`src/rtl/game_pkg.sv`:
```
// Shared constants and types for the frog/croc game.
// Used by game_ctrl, crocs and playsound so that all of them agree on the
// state encoding and on the widths of the lives and level buses.
package game_pkg;

  localparam int LIVES_W = 2;
  localparam int LEVEL_W = 3;

  // Game sequencer states. The numeric values are visible on the state port.
  typedef enum logic [2:0] {
    IDLE      = 3'd0,
    PLAY      = 3'd1,
    DYING     = 3'd2,
    LEVEL_UP  = 3'd3,
    GAME_OVER = 3'd4
  } game_state_e;

  // Next level, saturating at max_lvl. The increment is one bit wider than
  // the level so that level 7 + 1 does not wrap to 0 before the compare.
  function automatic logic [LEVEL_W-1:0] next_level(
    input logic [LEVEL_W-1:0] lvl,
    input logic [LEVEL_W-1:0] max_lvl
  );
    logic [LEVEL_W:0] inc;
    inc = {1'b0, lvl} + {{LEVEL_W{1'b0}}, 1'b1};
    if (inc > {1'b0, max_lvl})
      return max_lvl;
    else
      return inc[LEVEL_W-1:0];
  endfunction

endpackage

```
`src/rtl/game_ctrl_hold_timer.sv`:
```
// hold_timer: counts tick pulses while the game is paused in DYING or
// LEVEL_UP and flags the tick that ends the pause.
// Ports:
//   clk    in  system clock
//   rst_n  in  asynchronous active-low reset
//   clear  in  hold the counter at 0 (asserted whenever no pause is running)
//   tick   in  frame enable pulse; advances the counter
//   done   out high on the tick where the counter sits at HOLD_TICKS-1
module hold_timer #(
  parameter int HOLD_TICKS = 60
) (
  input  logic clk,
  input  logic rst_n,
  input  logic clear,
  input  logic tick,
  output logic done
);

  localparam logic [7:0] LAST_CNT = 8'(HOLD_TICKS - 1);

  logic [7:0] cnt;

  // Clear dominates tick, so a pause always starts counting from 0 even if
  // a tick coincides with the transition into the pause.
  always_ff @(posedge clk or negedge rst_n) begin
    if (!rst_n)
      cnt <= 8'd0;
    else if (clear)
      cnt <= 8'd0;
    else if (tick)
      cnt <= cnt + 8'd1;
  end

  assign done = (cnt == LAST_CNT) & tick;

endmodule

```
`src/rtl/game_ctrl.sv`:
```
// game_ctrl: top-level game sequencer. Owns lives, level and the
// play/pause state; freezes motion, requests frog respawn and fires
// one-cycle sound requests.
// Ports:
//   clk, rst_n  clock and asynchronous active-low reset
//   tick        frame/move enable pulse (drives the pause timer)
//   start       debounced start-button pulse
//   die         collision level from the collision checker
//   win         frog-reached-goal pulse
//   state       current FSM state (game_state_e encoding)
//   freeze      1 = frog and crocs hold position
//   respawn     one-cycle pulse: frog back to start position
//   lives       remaining lives
//   level       current level / croc speed multiplier
//   snd_die     one-cycle pulse to playsound die input
//   snd_win     one-cycle pulse to playsound win input
module game_ctrl
  import game_pkg::*;
#(
  parameter int LIVES_INIT = 3,
  parameter int MAX_LEVEL  = 7,
  parameter int HOLD_TICKS = 60
) (
  input  logic               clk,
  input  logic               rst_n,
  input  logic               tick,
  input  logic               start,
  input  logic               die,
  input  logic               win,
  output logic [2:0]         state,
  output logic               freeze,
  output logic               respawn,
  output logic [LIVES_W-1:0] lives,
  output logic [LEVEL_W-1:0] level,
  output logic               snd_die,
  output logic               snd_win
);

  localparam logic [LIVES_W-1:0] LIVES_LOAD = LIVES_W'(LIVES_INIT);
  localparam logic [LEVEL_W-1:0] LEVEL_MAX  = LEVEL_W'(MAX_LEVEL);
  localparam logic [LEVEL_W-1:0] LEVEL_ONE  = LEVEL_W'(1);

  game_state_e st;
  logic        die_armed;
  logic        hold_clear;
  logic        hold_done;

  assign state      = st;
  assign hold_clear = !((st == DYING) || (st == LEVEL_UP));

  hold_timer #(
    .HOLD_TICKS(HOLD_TICKS)
  ) u_hold_timer (
    .clk   (clk),
    .rst_n (rst_n),
    .clear (hold_clear),
    .tick  (tick),
    .done  (hold_done)
  );

  // Single sequencer block; every output is a register. Pulses default low
  // each cycle and are raised only on the edge of the transition that
  // requests them. die_armed stops a die level that is still high after a
  // respawn from costing a second life: it needs one PLAY cycle with die low.
  always_ff @(posedge clk or negedge rst_n) begin
    if (!rst_n) begin
      st        <= IDLE;
      freeze    <= 1'b1;
      respawn   <= 1'b0;
      lives     <= LIVES_LOAD;
      level     <= LEVEL_ONE;
      snd_die   <= 1'b0;
      snd_win   <= 1'b0;
      die_armed <= 1'b0;
    end else begin
      respawn <= 1'b0;
      snd_die <= 1'b0;
      snd_win <= 1'b0;
      case (st)
        IDLE, GAME_OVER: begin
          freeze <= 1'b1;
          if (start) begin
            st        <= PLAY;
            freeze    <= 1'b0;
            lives     <= LIVES_LOAD;
            level     <= LEVEL_ONE;
            respawn   <= 1'b1;
            die_armed <= 1'b0;
          end
        end
        PLAY: begin
          freeze <= 1'b0;
          if (die && die_armed && (lives != '0)) begin
            st        <= DYING;
            freeze    <= 1'b1;
            lives     <= lives - LIVES_W'(1);
            snd_die   <= 1'b1;
            die_armed <= 1'b0;
          end else begin
            if (!die)
              die_armed <= 1'b1;
            if (win) begin
              st      <= LEVEL_UP;
              freeze  <= 1'b1;
              level   <= next_level(level, LEVEL_MAX);
              snd_win <= 1'b1;
            end
          end
        end
        DYING: begin
          freeze <= 1'b1;
          if (hold_done) begin
            if (lives == '0) begin
              st <= GAME_OVER;
            end else begin
              st      <= PLAY;
              freeze  <= 1'b0;
              respawn <= 1'b1;
            end
          end
        end
        LEVEL_UP: begin
          freeze <= 1'b1;
          if (hold_done) begin
            st      <= PLAY;
            freeze  <= 1'b0;
            respawn <= 1'b1;
          end
        end
        default: begin
          st     <= IDLE;
          freeze <= 1'b1;
        end
      endcase
    end
  end

endmodule

```
`config.mk`:
```
export PLATFORM = sky130hd
export DESIGN_NAME = game_ctrl
export DESIGN_NICKNAME = d
export VERILOG_FILES = /design/src/rtl/game_pkg.sv /design/src/rtl/game_ctrl_hold_timer.sv /design/src/rtl/game_ctrl.sv
export SDC_FILE = /design/constraint.sdc
export NUM_CORES = 1
export LEC_CHECK = 0
export BUFFER_PORTS_ARGS = -buffer_cell sky130_fd_sc_hd__buf_2
export CAP_MARGIN = 25
export CORE_MARGIN = 1
export CORE_UTILIZATION = 40
export CTS_CLUSTER_SIZE = 24
export DETAILED_ROUTE_END_ITERATION = 6
export GPL_ROUTABILITY_DRIVEN = 0
export SLEW_MARGIN = 40
export SYNTH_ARGS = -nofsm -noshare
export SYNTH_HDL_FRONTEND = slang
export SYNTH_SLANG_ARGS = --single-unit
```
`constraint.sdc`:
```
create_clock -name clk -period 1.8 [get_ports clk]
set_clock_uncertainty 0.05 [all_clocks]
set_input_delay 0.09 -clock clk [delete_from_list [all_inputs] [get_ports clk]]
set_output_delay 0.09 -clock clk [all_outputs]
set_load 0.02 [all_outputs]
```
; Yosys cells after proc, flatten, opt, wreduce, memory -nomap -nowiden
; Cells that the tools add are included.
[totals]
regBits = 21
ramBits = 0
out_inout_bits = 12
input_bits = 6
latch_bits = 0
n_memories = 0
romBits = 0
elab_cells = 76
[classes]
n_bitwise = 1
reduce_logical = 12
div = 0
n_lt_le_gt_ge = 1
shift = 0
muxes = 36
n_addsub = 3
n_eq_ne = 14
multipliers = 0
[ops]
columns = op, count
row1 = 3-bit two-way mux, 9
row2 = 1-bit two-way mux, 17
row3 = 8-bit two-way mux, 2
row4 = 2-bit inequality test (second input constant), 7
row5 = 3-bit one-hot mux with 4 select lines, 1
row6 = 8-bit by 1-bit adder with 8-bit output (second input constant), 1
row7 = 8-bit by 6-bit equality test with 1-bit output (second input constant), 1
row8 = 4-bit AND reduction, 2
row9 = 3-bit by 2-bit equality test with 1-bit output (second input constant), 2
row10 = 3-bit inequality test (second input constant), 2
row11 = 3-bit one-hot mux with 2 select lines, 1
row12 = 3-bit AND reduction, 2
row13 = 3-bit by 1-bit adder with 4-bit output (second input constant), 1
row14 = 4-bit by 3-bit greater-than comparator with 1-bit output (second input constant), 1
row15 = 2-bit two-way mux, 2
row16 = 1-bit one-hot mux with 4 select lines, 1
row17 = 2-bit one-hot mux with 2 select lines, 1
row18 = 2-bit nonzero test, 2
row19 = 3-bit by 1-bit equality test with 1-bit output (second input constant), 1
row20 = 3-bit equality test (second input constant), 1
row21 = 3-bit zero test, 1
row22 = 1-bit one-hot mux with 3 select lines, 1
row23 = 1-bit logical AND, 2
row24 = 2-bit zero test, 1
row25 = other kinds (5), 5

; Longest topological paths before layout
[depth]
depth_word = 6
depth_mapped = 5

; Hierarchy
; From an unflattened synthesis, not the netlist that was laid out.
[unflattened]
hier_cells = 108
area_unflattened_um2 = 1114.8
[by_module_without_submodules]
columns = mod, area_per_inst_um2, n_inst, cells_per_inst
row1 = game_ctrl, 696.9, 1, 68
row2 = hold_timer, 417.9, 1, 40

; Least setup slack after synthesis
; No wires, ideal clock.
[synth_timing]
path_kind = reg2reg
from = register lives[0]
to = register level[0]
t_required_ns = 1.667
period_less_slack_ns = 1.738
path_stages_with_launch = 6
slack_ns = 0.062
arrival_time_ns = 1.604
setup_time_ns = 0.083
cell_sequence = dfstp_2 inv_1 ha_1 nand3b_1 and3_1 o32a_1
[synth_via]
elab_chain_cells = 4
[synth_lines]
columns = element, line_no
row1 = start: declaration, game_ctrl.sv:33  ; output logic [LIVES_W-1:0] lives,
row2 = start signal: assignment, game_ctrl.sv:96  ; lives <= lives - LIVES_W'(1);
row3 = 2-bit nonzero test, game_ctrl.sv:93  ; if (die && die_armed && (lives != '0)) begin
row4 = 1-bit logical AND, game_ctrl.sv:93
row5 = 2-bit inequality test (no source line), -
row6 = 4-bit AND reduction (no source line), -
row7 = end signal: assignment, game_ctrl.sv:105  ; level <= next_level(level, LEVEL_MAX);
row8 = end: declaration, game_ctrl.sv:34  ; output logic [LEVEL_W-1:0] level,
; No other way between the ends.
; A chain may end at the register's enable or synchronous reset.

; Worst setup path in the final report
; Same ends and word-level chain as after synthesis.

==> flow_metrics.py <==
metrics = {
    "status": {
        "status": "complete, no violations",
    },
    "placed_design": {
        "place_worst_setup_slack_ns": 0.0630,
        "dp_hpwl_mm": 1.58,
        "io_buffers": 17,
    },
    "logic_synthesis": {
        "yosys-top-cells-count": "dfrtp_1 (17), a21oi_1 (9)",
        "ys_async_sr_fraction": 1.00,
        "netlist_instances": 104,
        "synth_nets": 113,
        "yosys-top-cells-area": "dfrtp_1 (39%), dfstp_2 (9.7%), a21oi_1 (4.2%)",
        "synth_cell_types": 43,
        "synth_fa_ha_area_frac": 0.0346,
        "synth.most_common_cell": "dfrtp_1",
        "synth_edf_count": 0,
        "synth_flop_cell": "dfrtp_1",
        "ys_ff_latch": 21,
        "avgSynthCellArea_sq_um": 10.4,
        "synth_top_family_by_area": "simple AND/OR/NAND/NOR gates",
        "synthMuxAreaShare": 0.0185,
        "synth_xor_xnor_area_share": 0.0242,
        "ys_seq_area_frac": 0.490,
        "synth_compound_area_frac": 0.162,
        "synth_area_leader_cell": "dfrtp_1",
        "synth-warning-count": 0,
        "syn-cell-area_sq_um": 1080,
        "synth_top_area_frac": 0.393,
        "yosys.area_share.simple": 0.226,
    },
    "worst_setup_path": {
        "start_kind": "flop",
        "cp-end-kind": "flop",
        "crit_required_ns": 2.00,
        "path_buf_inv": 1,
        "crit_chain": "inv_1 -> ha_1 -> nand3b_1 -> and3_4 -> o32a_1",
        "cp_top_family": "flip-flops",
        "slowest_stage": "dfstp_2",
        "crit_type": "reg -> reg",
        "cp_max_fo": 6,
        "critPathArrivalTime_ns": 1.90,
        "slowest_delay_ns": 0.57,
    },
    "clocking": {
        "cts_made_buffers": 3,
        "clkSinkCount": 21,
        "htree_levels": 1,
        "cts_root_buf": "clkbuf_4",
        "cts_setup_buffers": 0,
        "cts_buffer_depth": 2,
        "clk_pin_slew_worst_paths_ns": 0.11,
        "cts_tree": "yes",
        "insertion_delay_ns": 0.30,
    },
    "timing": {
        "worst_pin_slew_ns": 0.471,
        "finalSetupViolCount": 0,
        "relSlewSlack": 0.686,
        "setup_slack_ns": 0.0981,
        "rsz0062_at_grt": "no",
        "max_freq_mhz": 588,
        "fin_crit_ns": 1.70,
        "maxSlewViolCount": 0,
        "tns_ns": 0,
        "finalCritPeriodShare": 0.945,
        "hold_viol": 0,
    },
    "finish": {
        "area_delta_synth_final_pct": 15.5,
        "n_antenna_cell": 0,
        "drive_above_1_share": 0.278,
        "final_util": 0.496,
        "final_nets": 136,
    },
    "drt": {
        "vias": 867,
        "post_drt_wl_per_cell_microns": 14.2,
        "drtIter0Drc": 10,
        "drcViolationCount": 0,
        "wirelength_mm": 2.21,
        "postRouteAntennaNets": 0,
        "viasPerCell": 5.56,
        "drtPass1Iterations": 4,
    },
    "power_and_ir_drop": {
        "finalPower_mw": 1.42,
        "p_seq_frac": 0.525,
        "netSwitchingFraction": 0.374,
        "power_switching_mw": 0.530,
        "p_comb_frac": 0.314,
        "power.density_nw_per_um2": 1130,
        "vdd_drop_max_v": 0.000698,
        "pwr-share-clk": 0.161,
        "power_leakage_nw": 0.554,
        "p_int_mw": 0.887,
    },
    "global_routing": {
        "met1_usage": 0.238,
        "grt_max_degree": 22,
        "antenna_found_initial": 0,
        "grt_pass1_vias": 833,
        "grt_use_total": 0.185,
        "gr-usage-met3": 0.0593,
        "grt-ovfl-total": 0,
        "grt_busiest_layer": "met2",
        "grt_pass1_wl_mm": 3.76,
        "met2_usage": 0.296,
    },
    "min_path": {
        "min_path_type": "in -> reg",
    },
    "floorplanning": {
        "start_util": 0.430,
        "dieArea_sq_um": 2920,
        "placementRows": 18,
        "chipWidth_microns": 54.0,
        "fp.dieH_microns": 54.0,
        "core_region_area_sq_um": 2520,
        "io_pins": 18,
    },
    "flow_run": {
        "max_cap_viol_count": 0,
    },
}
sequential cells by signal (all words and copies together), names as in the netlist:
register,cells
u_hold_timer.cnt,8
level,3
state,3
lives,2
die_armed,1
freeze,1
respawn,1
snd_die,1
snd_win,1
power groups by stage:
stage          clock network, mW  logic [mW]  registers (mW)
5_1_grt                    0.260       0.507           0.768
4_1_cts                    0.239       0.449           0.745
6_report                   0.228       0.445           0.744
3_5_place_dp                   0       0.442           0.755
2_1_floorplan                  0       0.317           0.756
3_3_place_gp                   0       0.431           0.744
placed cells by master, fill, tap and decap left out, types with 2 or more instances in the layout:
master         count
dlygate4sd3_1      2
nand3_1            3
nand2_1            5
nor2_1             5
clkbuf_4           3
xor2_1             2
nand3b_1           2
nand2b_1           4
dfrtp_1           17
nand4_1            2
nor3b_1            2
o221ai_1           2
mux2i_1            2
ha_1               3
dfstp_2            4
a21oi_1            9
o21ai_0            5
inv_1              5
buf_2             17
or2_2              2
or3_1              4
buf_4              3
final cells by class:
class	count	area, sq um
timing repair buffer	22	128
clock buffer	3	22.5
tap	30	37.5
fill	252	1270
sequential	21	531
clock inverter	1	5.00
inverter	5	18.8
multi-input combinational	74	509
metal layers:
metal | wire length, microns | part of all wire
met4 | 19 | 0.0086
met2 | 1030 | 0.46
met1 | 1060 | 0.48
met3 | 103 | 0.047
met5 | 0 | 0
path summary, 6_finish.rpt:
check	start	to	slack, ns	depth (start not counted)
max	lives[0]	level[0]	0.1	5
min	tick	u_hold_timer.cnt[0]	0.07	3
max reg2reg	lives[0]	level[0]	0.1	5
min reg2reg	die_armed	die_armed	0.50	2
max in group asynchronous	rst_n	level[0]	1.15	2
min in group asynchronous	rst_n	die_armed	0.21	2
tightest hold or removal path: cells and delay by family:
family / cells / cell delay, ns
xor+xnor: 1 / 0.13
buf+inv: 1 / 0.15
simple gates: 1 / 0.04
cell families (layout without fill, tap and decap cells):
kind of cell               count (synthesis)  count (layout)
buffers and inverters                      9              31
AOI/OAI and AO/OA                         27              27
DFF                                       21              21
muxes                                      2               2
and+or+nand+nor                           39              39
adders and majority gates                  3               3
xor gates and xnor gates                   3               3
metrics by stage:
| step | instances | hold slack (ns) | area [sq um] |
|---|---|---|---|
| floorplan | 104 | -0.256 | 1080 |
| global placement | 150 | 0.0203 | 1200 |
| detailed placement | 150 | 0.0301 | 1200 |
| CTS | 156 | 0.0656 | 1250 |
| global route | 156 | 0.0616 | 1250 |
| finish | 156 | 0.0748 | 1250 |
what timing repair did:
item / 4_1_cts / 5_1_grt
hold buffers: 2 / 0
endpoints found under the setup margin: 0 / 2
endpoints found under the hold margin: 18 / 0
gates resized for setup: 0 / 1
(Power assumes the default switching activity.)
